<file path="src/rtl/io_responder_pkg.sv">
// Shared definitions for the io_responder register block: offsets, STATUS bit
// positions, FSM encoding and the captured request record.
package io_responder_pkg;

    localparam logic [2:0] OFF_TXDATA  = 3'd0;
    localparam logic [2:0] OFF_STATUS  = 3'd1;
    localparam logic [2:0] OFF_TLOAD   = 3'd2;
    localparam logic [2:0] OFF_TCOUNT  = 3'd3;
    localparam logic [2:0] OFF_SCRATCH = 3'd4;

    localparam int ST_EMPTY   = 0;
    localparam int ST_FULL    = 1;
    localparam int ST_EXPIRED = 2;
    localparam int ST_RUNNING = 3;

    typedef enum logic [1:0] {
        S_IDLE   = 2'd0,
        S_ACCESS = 2'd1,
        S_RESP   = 2'd2
    } state_e;

    typedef struct packed {
        logic       write;
        logic [2:0] off;
        logic [7:0] wdata;
    } req_t;

endpackage

</file>
<file path="src/rtl/io_fifo.sv">
// Small synchronous FIFO with occupancy count; pushes into a full FIFO and pops
// from an empty one are ignored. Head reads as zero while empty.
module io_fifo #(
    parameter int WIDTH = 8,
    parameter int DEPTH = 4
) (
    input  logic                       clk_i,
    input  logic                       rst_i,
    input  logic                       push_i,
    input  logic [WIDTH-1:0]           data_i,
    input  logic                       pop_i,
    output logic [WIDTH-1:0]           data_o,
    output logic                       full_o,
    output logic                       empty_o,
    output logic [$clog2(DEPTH):0]     count_o
);
    localparam int AW = $clog2(DEPTH);

    logic [WIDTH-1:0] mem_q [DEPTH];
    logic [AW-1:0]    wr_ptr_q, rd_ptr_q;
    logic [AW:0]      count_q;
    logic             do_push, do_pop;

    assign full_o  = (count_q == (AW+1)'(DEPTH));
    assign empty_o = (count_q == '0);
    assign count_o = count_q;
    assign do_push = push_i & ~full_o;
    assign do_pop  = pop_i & ~empty_o;
    assign data_o  = empty_o ? '0 : mem_q[rd_ptr_q];

    // Pointers are exactly AW bits wide, so they wrap modulo DEPTH on their own.
    always_ff @(posedge clk_i or posedge rst_i) begin
        if (rst_i) begin
            wr_ptr_q <= '0;
            rd_ptr_q <= '0;
            count_q  <= '0;
        end else begin
            if (do_push) wr_ptr_q <= wr_ptr_q + 1'b1;
            if (do_pop)  rd_ptr_q <= rd_ptr_q + 1'b1;
            case ({do_push, do_pop})
                2'b10:   count_q <= count_q + 1'b1;
                2'b01:   count_q <= count_q - 1'b1;
                default: count_q <= count_q;
            endcase
        end
    end

    always_ff @(posedge clk_i) begin
        if (do_push) mem_q[wr_ptr_q] <= data_i;
    end

endmodule

</file>
<file path="src/rtl/io_responder.sv">
// Bus responder exposing an 8-byte register window: TX FIFO, status, a
// down-counting timer and a scratch register. One transaction in flight.
module io_responder
    import io_responder_pkg::*;
#(
    parameter logic [7:0] BASE_ADDR  = 8'hF0,
    parameter int         FIFO_DEPTH = 4
) (
    input  logic       clk_i,
    input  logic       reset_i,
    input  logic       req_valid_i,
    input  logic       req_write_i,
    input  logic [7:0] req_addr_i,
    input  logic [7:0] req_wdata_i,
    output logic       req_ready_o,
    output logic       resp_valid_o,
    input  logic       resp_ready_i,
    output logic [7:0] resp_rdata_o,
    output logic       resp_err_o,
    output logic       out_valid_o,
    input  logic       out_ready_i,
    output logic [7:0] out_data_o
);
    localparam int CW = $clog2(FIFO_DEPTH) + 1;

    state_e        state_q, state_d;
    req_t          req_q, req_d;
    logic [7:0]    rdata_q, rdata_d;
    logic          err_q, err_d;
    logic [7:0]    cnt_q, cnt_d;
    logic          running_q, running_d;
    logic          expired_q, expired_d;
    logic [7:0]    scratch_q, scratch_d;
    logic          fifo_push, fifo_full, fifo_empty;
    logic [CW-1:0] fifo_cnt;
    logic [7:0]    fifo_head;
    logic          in_win, accept, stat_rd, load_wr;

    assign in_win       = (req_addr_i[7:3] == BASE_ADDR[7:3]);
    // Reset gates ready: the FSM already sits in IDLE while reset is held.
    assign req_ready_o  = ~reset_i & (state_q == S_IDLE) & in_win;
    assign accept       = req_valid_i & req_ready_o;
    assign resp_valid_o = (state_q == S_RESP);
    assign resp_rdata_o = rdata_q;
    assign resp_err_o   = err_q;
    assign out_valid_o  = ~fifo_empty;
    assign out_data_o   = fifo_head;

    io_fifo #(.WIDTH(8), .DEPTH(FIFO_DEPTH)) u_fifo (
        .clk_i   (clk_i),
        .rst_i   (reset_i),
        .push_i  (fifo_push),
        .data_i  (req_q.wdata),
        .pop_i   (out_valid_o & out_ready_i),
        .data_o  (fifo_head),
        .full_o  (fifo_full),
        .empty_o (fifo_empty),
        .count_o (fifo_cnt)
    );

    always_comb begin
        state_d   = state_q;
        req_d     = req_q;
        rdata_d   = rdata_q;
        err_d     = err_q;
        scratch_d = scratch_q;
        fifo_push = 1'b0;
        stat_rd   = 1'b0;
        load_wr   = 1'b0;
        case (state_q)
            S_IDLE: begin
                if (accept) begin
                    req_d   = '{write: req_write_i, off: req_addr_i[2:0], wdata: req_wdata_i};
                    state_d = S_ACCESS;
                end
            end
            S_ACCESS: begin
                state_d = S_RESP;
                rdata_d = '0;
                err_d   = 1'b0;
                case (req_q.off)
                    OFF_TXDATA: begin
                        // Drop decision looks at occupancy only, not a same-cycle pop.
                        if (!req_q.write)                         err_d = 1'b1;
                        else if (fifo_cnt == CW'(FIFO_DEPTH))     err_d = 1'b1;
                        else                                      fifo_push = 1'b1;
                    end
                    OFF_STATUS: begin
                        if (req_q.write) err_d = 1'b1;
                        else begin
                            rdata_d[ST_RUNNING] = running_q;
                            rdata_d[ST_EXPIRED] = expired_q;
                            rdata_d[ST_FULL]    = fifo_full;
                            rdata_d[ST_EMPTY]   = fifo_empty;
                            stat_rd             = 1'b1;
                        end
                    end
                    OFF_TLOAD: begin
                        if (req_q.write) load_wr = 1'b1;
                        else             err_d   = 1'b1;
                    end
                    OFF_TCOUNT: begin
                        if (req_q.write) err_d   = 1'b1;
                        else             rdata_d = cnt_q;
                    end
                    OFF_SCRATCH: begin
                        if (req_q.write) scratch_d = req_q.wdata;
                        else             rdata_d   = scratch_q;
                    end
                    default: err_d = 1'b1;
                endcase
            end
            S_RESP: begin
                if (resp_ready_i) state_d = S_IDLE;
            end
            default: state_d = S_IDLE;
        endcase
    end

    // Timer: a load wins over everything; otherwise expiry is applied after the
    // STATUS-read clear so a coincident expiry keeps the sticky flag set.
    always_comb begin
        cnt_d     = cnt_q;
        running_d = running_q;
        expired_d = expired_q;
        if (load_wr) begin
            cnt_d     = req_q.wdata;
            running_d = (req_q.wdata != 8'd0);
            expired_d = (req_q.wdata == 8'd0);
        end else begin
            if (stat_rd) expired_d = 1'b0;
            if (running_q) begin
                cnt_d = cnt_q - 8'd1;
                if (cnt_q == 8'd1) begin
                    running_d = 1'b0;
                    expired_d = 1'b1;
                end
            end
        end
    end

    always_ff @(posedge clk_i or posedge reset_i) begin
        if (reset_i) begin
            state_q   <= S_IDLE;
            req_q     <= '0;
            rdata_q   <= '0;
            err_q     <= 1'b0;
            cnt_q     <= '0;
            running_q <= 1'b0;
            expired_q <= 1'b0;
            scratch_q <= '0;
        end else begin
            state_q   <= state_d;
            req_q     <= req_d;
            rdata_q   <= rdata_d;
            err_q     <= err_d;
            cnt_q     <= cnt_d;
            running_q <= running_d;
            expired_q <= expired_d;
            scratch_q <= scratch_d;
        end
    end

endmodule

</file>
<file path="config.mk">
export PLATFORM = sky130hd
export DESIGN_NAME = io_responder
export DESIGN_NICKNAME = d
export VERILOG_FILES = /design/src/rtl/io_responder_pkg.sv /design/src/rtl/io_fifo.sv /design/src/rtl/io_responder.sv
export SDC_FILE = /design/constraint.sdc
export NUM_CORES = 1
export LEC_CHECK = 0
export ABC_AREA = 0
export CORE_MARGIN = 2
export CORE_UTILIZATION = 31
export DETAILED_ROUTE_END_ITERATION = 8
export GPL_TIMING_DRIVEN = 1
export SETUP_SLACK_MARGIN = 0.2
export SLEW_MARGIN = 10
export SYNTH_ARGS = -nofsm -noshare
export SYNTH_HDL_FRONTEND = slang
export SYNTH_SLANG_ARGS = --single-unit
</file>
<file path="constraint.sdc">
create_clock -name clk_i -period 2.65 [get_ports clk_i]
set_input_delay 0.265 -clock clk_i [delete_from_list [all_inputs] [get_ports clk_i]]
set_output_delay 0.265 -clock clk_i [all_outputs]
set_load 0.02 [all_outputs]
</file>
==> flow_summary.ini <==
[layout]
antenna_cells = 0
drive_above_1_share_pct = 17.86
multiInputGateArea_um2 = 1262
fillCellCount = 1052
layout.nets = 333
seqCellArea_um2 = 2166
synthToLayoutAreaGrowth_pct = 26.16
stdcell_count = 448

[clock_tree]
clk_path_buf_depth = 2
h-tree-depth = 3
clk_pin_slew_ps = 60
cts_num_sinks = 80
post_cts.repair.setup_buffers = 0
cts_tree = yes
clk_latency_ps = 330
cts_buffers = 9
cts-root-buf = clkbuf_16

[floorplanning]
fp-row-count = 38
die_w_um = 110.6
initial_core_util_pct = 32.19
ios = 42
die_h_um = 110.6
die_area_um2 = 12220
core_area_um2 = 10940

[route]
drc_errors = 0
drt_iter0_drc = 88
wirelength_mm = 6.794
dr.pass1.iters = 4
ant_nets = 0
vias = 2150
via_per_inst = 4.799
wl_per_cell_um = 15.17

[logic_synthesis]
postSynthAreaPerCell_um2 = 13.70
yosysTopAreaCellShare_pct = 34.13
netlist_area_um2 = 3520
ys_seq_area_share_pct = 61.43
synth-edff-count = 32
syn_inst = 257
ys_ff_latch = 80
synth-async-reset-ratio_pct = 60.00
ys_warn_count = 0
syn-num-nets = 287
synth.area.top_cells = dfrtp_1 (34%), edfxtp_1 (27%), mux2_2 (7.0%)
ys.flop_type = dfrtp_1
yosysTopAreaCell = dfrtp_1
ys_types = 43

[worst_setup_path]
r2r-end = expired_q
cp-start-kind = flip-flop
rr_worst_depth = 4
cp_max_fo = 10
critPathKind = reg2out
crit_arrival_ps = 2090
r2r_slack_ps = 620
worstReg2RegStart = cnt_q[4]
end_kind = output port
cp_data_required_time_ps = 2380
worst_path_largest_cell_delay_ps = 540
slowest_stage = dfrtp_4
crit_chain = mux4_2 > and2_1 > clkdlybuf4s50_1

[timing]
finalSetupViolCount = 0
relSlewSlack_pct = 51.82
worst_pin_slew_ps = 721.3
finalCriticalPeriod_ps = 2352
fmax_ghz = 0.4251
hold_viol = 0
clock_skew_ps = 6.090
timing.setup.tns_ps = 0
drv_slew = 0
period_share_pct = 88.77
grt_setup_unrepaired = no

[pwr]
p_comb_share_pct = 21.0
pwr_density_cell_nw_per_um2 = 816.0
p_seq_share_pct = 42.5
p_leak_nw = 1.805
netSwitchingFraction_pct = 26.75
p_clk_share_pct = 36.5
power_switching_w = 0.0009693
ir_drop_mv = 0.4744
p_int_w = 0.002654

[placement]
dp_cells = 432
place_congestion = 0.7071
dp_hpwl_mm = 4.847
port_buffers = 41

[hold_path]
hold_class = in2async

[global_route]
grt_pass1_vias = 2234
track_usage_pct = 11.87
grt_overflow_total = 0
grt_pass1_wl_mm = 11.50
grt_max_degree = 27
antenna_found_initial = 0

[outcome]
status = finished, final reports clean

[run]
cap_violations = 0
-- flip-flops by register name, indices dropped and copies added (netlist names) --
name             cells
req_q               12
state_q              2
expired_q            1
u_fifo.rd_ptr_q      2
cnt_q                8
resp_rdata_o         8
u_fifo.mem_q        32
scratch_q            8
u_fifo.count_o       3
running_q            1
resp_err_o           1
u_fifo.wr_ptr_q      2
-- metal layers --
metal / global-route usage, % / up-vias / share of wire (%)
met5: 0 / - / 0
met4: 4.000 / 0 / 1.4
met1: 15.79 / 1059 / 49
li1: - / 1025 / -
met3: 4.061 / 9 / 5.1
met2: 18.20 / 57 / 45
-- kinds of logic after synthesis --
| kind of cell | synth area share (%) |
|---|---|
| AO/OA/AOI/OAI | 7.324 |
| XOR/XNOR | 3.235 |
| adder cells (fa/ha/maj) | 3.057 |
| buffers and inverters | 2.702 |
| flip-flops | 61.43 |
| multiplexers | 12.76 |
| AND/OR/NAND/NOR | 9.492 |
-- layout make-up --
class                      count  share of cell area (%)
tap                          140                   3.945
clock inverter                 6                   2.057
clock buffer                  10                   5.156
inverter                      13                   1.099
timing repair buffer          47                   10.54
multi-input combinational    152                   28.43
sequential                    80                   48.77
-- synth_stat cells, drive strengths merged (2+ instances only) --
cell    count
a32o        4
nor2b       3
nand2b      2
xnor2       9
a21oi      10
or4         2
a22o        4
and2       14
inv        13
dfrtp      48
clkbuf      9
edfxtp     32
mux4        8
a22oi       4
nand2      11
xor2        4
ha          7
a31oi       2
buf         3
mux2       23
nor2       15
o21ai      10
nor3        2
nor4        3
-- timing repair --
| action | 4_1_cts | 5_1_grt |
|---|---|---|
| resized for setup | 1 | 1 |
| pin swaps | 0 | 0 |
| hold buffers | 0 | 0 |
| setup endpoints to repair | 8 | 8 |
-- worst max-delay path: cells and delay by family (launching register included) --
kind | cells | cell delay (ps)
flip-flops | 1 | 540
buffers and inverters | 1 | 530
AND/OR/NAND/NOR | 1 | 170
multiplexers | 1 | 510
-- layout by cell type (no fill, tap or decap), types with 5 or more instances in the layout --
cell type and instances:
dfrtp_1 47, clkdlybuf4s50_1 41, edfxtp_1 32, mux2_2 22
nor2_1 15, and2_1 14, inv_1 12, nand2_1 11
a21oi_1 10, xnor2_1 9, clkbuf_16 9, o21ai_0 8
mux4_2 8, ha_1 7, buf_4 5
-- per-stage QoR --
step / instance area [um^2] / total power, W / setup WS [ps] / hold WS (ps) / utilization, %
6_report: 4441 / 0.003623 / 297.7 / 312.9 / 40.61
2_1_floorplan: 3520 / 0.002019 / 596.1 / 372.6 / -
4_1_cts: 4438 / 0.003677 / 222.3 / 327.9 / 40.58
3_3_place_gp: 4116 / 0.002327 / 375.9 / 474.5 / 37.64
3_5_place_dp: 4116 / 0.002338 / 391.4 / 473.4 / 37.64
5_1_grt: 4441 / 0.003801 / 205.3 / 365.3 / 40.61
-- power groups by stage --
stage / clock network, W / logic, W / registers, W
2_1_floorplan: 0 / 0.000558 / 0.00146
3_3_place_gp: 0 / 0.000765 / 0.00156
3_5_place_dp: 0 / 0.000775 / 0.00156
4_1_cts: 0.00136 / 0.000776 / 0.00154
5_1_grt: 0.00141 / 0.000828 / 0.00156
6_report: 0.00132 / 0.000762 / 0.00154
-- worst max-delay path by stage --
stage	startpoint	to	slack (ps)	cells after the start
finish	u_fifo.rd_ptr_q[0]	out_data_o[3]	300	3
global route	u_fifo.rd_ptr_q[0]	out_data_o[4]	210	3
CTS	u_fifo.rd_ptr_q[0]	out_data_o[0]	220	3
detailed placement	u_fifo.rd_ptr_q[0]	out_data_o[0]	390	3
global placement	u_fifo.rd_ptr_q[0]	out_data_o[5]	380	3
floorplan	state_q[1]	req_q[0]	600	5
Note: power is estimated with default switching activity, not from simulation.
==> variant: new RTL, same flow settings <==
Register the output `resp_err_o` once more, cleared by the reset; this adds one clock of latency there. The other outputs are not delayed to match.
--- a/src/rtl/io_responder.sv
+++ b/src/rtl/io_responder.sv
@@ -43,5 +43,11 @@
     assign resp_valid_o = (state_q == S_RESP);
     assign resp_rdata_o = rdata_q;
-    assign resp_err_o   = err_q;
+    always_ff @(posedge clk_i or posedge reset_i) begin
+        if (reset_i) begin
+            resp_err_o <= '0;
+        end else begin
+            resp_err_o <= err_q;
+        end
+    end
     assign out_valid_o  = ~fifo_empty;
     assign out_data_o   = fifo_head;
Formal check against the unedited RTL: not equivalent (a bounded check fails within 4 cycles, from zero or initial values and one cycle with reset_i high).
==> variant against the unedited design <==
Setup slack better by 0.011 ns. Design area hardly changed. Routed wire length is 2.9% higher. Fmax is 0.46% higher. Sequential cell count is 1 higher. Area after synthesis is 0.82% higher. Power is 0.33% lower. Largest cell class unchanged. Highest routed layer unchanged.
==> variant: results (changes against the unedited design) <==
synth_cell_types: 44  # was 43
fin_cells: 454  # was 448
drt_iter0_drc: 98  # was 88
synth_common_cells: "49 x dfrtp_1, 32 x edfxtp_1, 21 x mux2_2, 18 x nor2_1, 14 x and2_1"  # was 48 x dfrtp_1, 32 x edfxtp_1, 22 x mux2_2, 15 x nor2_1, 14 x and2_1
slowest_stage: "clkdlybuf4s50_1"  # was dfrtp_4
fin_worst_skew_ns: 0.00551  # was 0.00609 ns
slew_headroom_pct: 63.3  # was 51.8%
dp_cells: 438  # was 432
async_reset_ff_share_pct: 60.5  # was 60.0%
place_hpwl_um: 4940  # was 4850 µm
wl_um: 6990  # was 6790 µm
core_area_um2: 11300  # was 10900 µm²
layout.nets: 336  # was 333
gp_congestion: 0.823  # was 0.707
place_ws_ns: 0.372  # was 0.391 ns
synth_area_leaders: "dfrtp_1 35%, edfxtp_1 27%, mux2_2 6.7%"  # was dfrtp_1 34%, edfxtp_1 27%, mux2_2 7.0%
met2WireLength_um: 3210  # was 3040 µm
ys_seq_area_share_pct: 61.6  # was 61.4%
outcome: "finished, final reports clean"  # unchanged
via_per_inst: 4.79  # was 4.80
ctsResizeCount: 0  # was 1
met1Wirelength_um: 3380  # was 3320 µm
multiInputGateArea_um2: 1270  # was 1260 µm²
syn_area_per_cell_um2: 13.8  # was 13.7 µm²
largest_register_ffs: 32  # unchanged
drive_gt1_share_pct: 17.7  # was 17.9%
htree_levels: 3  # unchanged
top_layer: "met4"  # unchanged
syn_nets: 288  # was 287
ir_drop_mv: 0.352  # was 0.474 mV
p_leak_nw: 1.83  # was 1.81 nW
grt_usage_pct: 12.1  # was 11.9%
grt_pass1_vias: 2178  # was 2234
==> variant: cell count changes in the layout (fill, tap and decap cells not counted), sizes merged, moves of 2 or more <==
cell,before,now
a22oi,4,1
mux2i,1,4
a21oi,10,12
nand2b,2,4
nor2b,3,1
a32o,4,0
nor2,15,18
a22o,4,8
o21ai,10,8
mux2,23,21
==> variant: where the power goes <==
group	total, W	internal, W	switching (W)
Sequential	0.00152	0.00139	0.000128
Combinational	0.000829	0.000462	0.000367
Clock	0.00126	0.000740	0.000519
Total	0.00361	0.00260	0.00101
==> variant: cell families after synthesis <==
kind of cell	after synthesis	share of synthesized area (%)
AO/OA/AOI/OAI	36	6.66
XOR/XNOR	12	2.96
buffers and inverters	21	2.47
AND/OR/NAND/NOR	67	10.4
adder cells (fa/ha/maj)	8	3.03
multiplexers	33	12.9
flip-flops	81	61.6
==> variant: area by class of cell <==
class / count / area share [%]
flip-flops and latches: 81 / 49.2
clock buffers: 9 / 5.07
multi-input cells: 156 / 28.7
clock inverters: 7 / 1.75
well taps: 143 / 4.03
inverters: 12 / 1.01
repair buffers: 46 / 10.2
==> variant: final timing paths <==
kind	startpoint	to	slack, ns	depth (start not counted)
worst max register to register	req_q[10]	u_fifo.count_o[2]	0.45	9
worst min register to register	err_q	resp_err_o	0.38	0
max in group asynchronous	reset_i	u_fifo.wr_ptr_q[0]	1.73	3
worst max-delay path	u_fifo.rd_ptr_q[0]	out_data_o[6]	0.31	4
min in group clk_i	err_q	resp_err_o	0.38	0
worst min-delay path	reset_i	state_q[1]	0.32	2
==> variant: layer usage <==
metal | GRT usage, % | vias to the layer above
met5 | 0 | -
met4 | 5.25 | 0
met3 | 3.01 | 11
met2 | 18.3 | 43
met1 | 16.7 | 1090
li1 | - | 1029
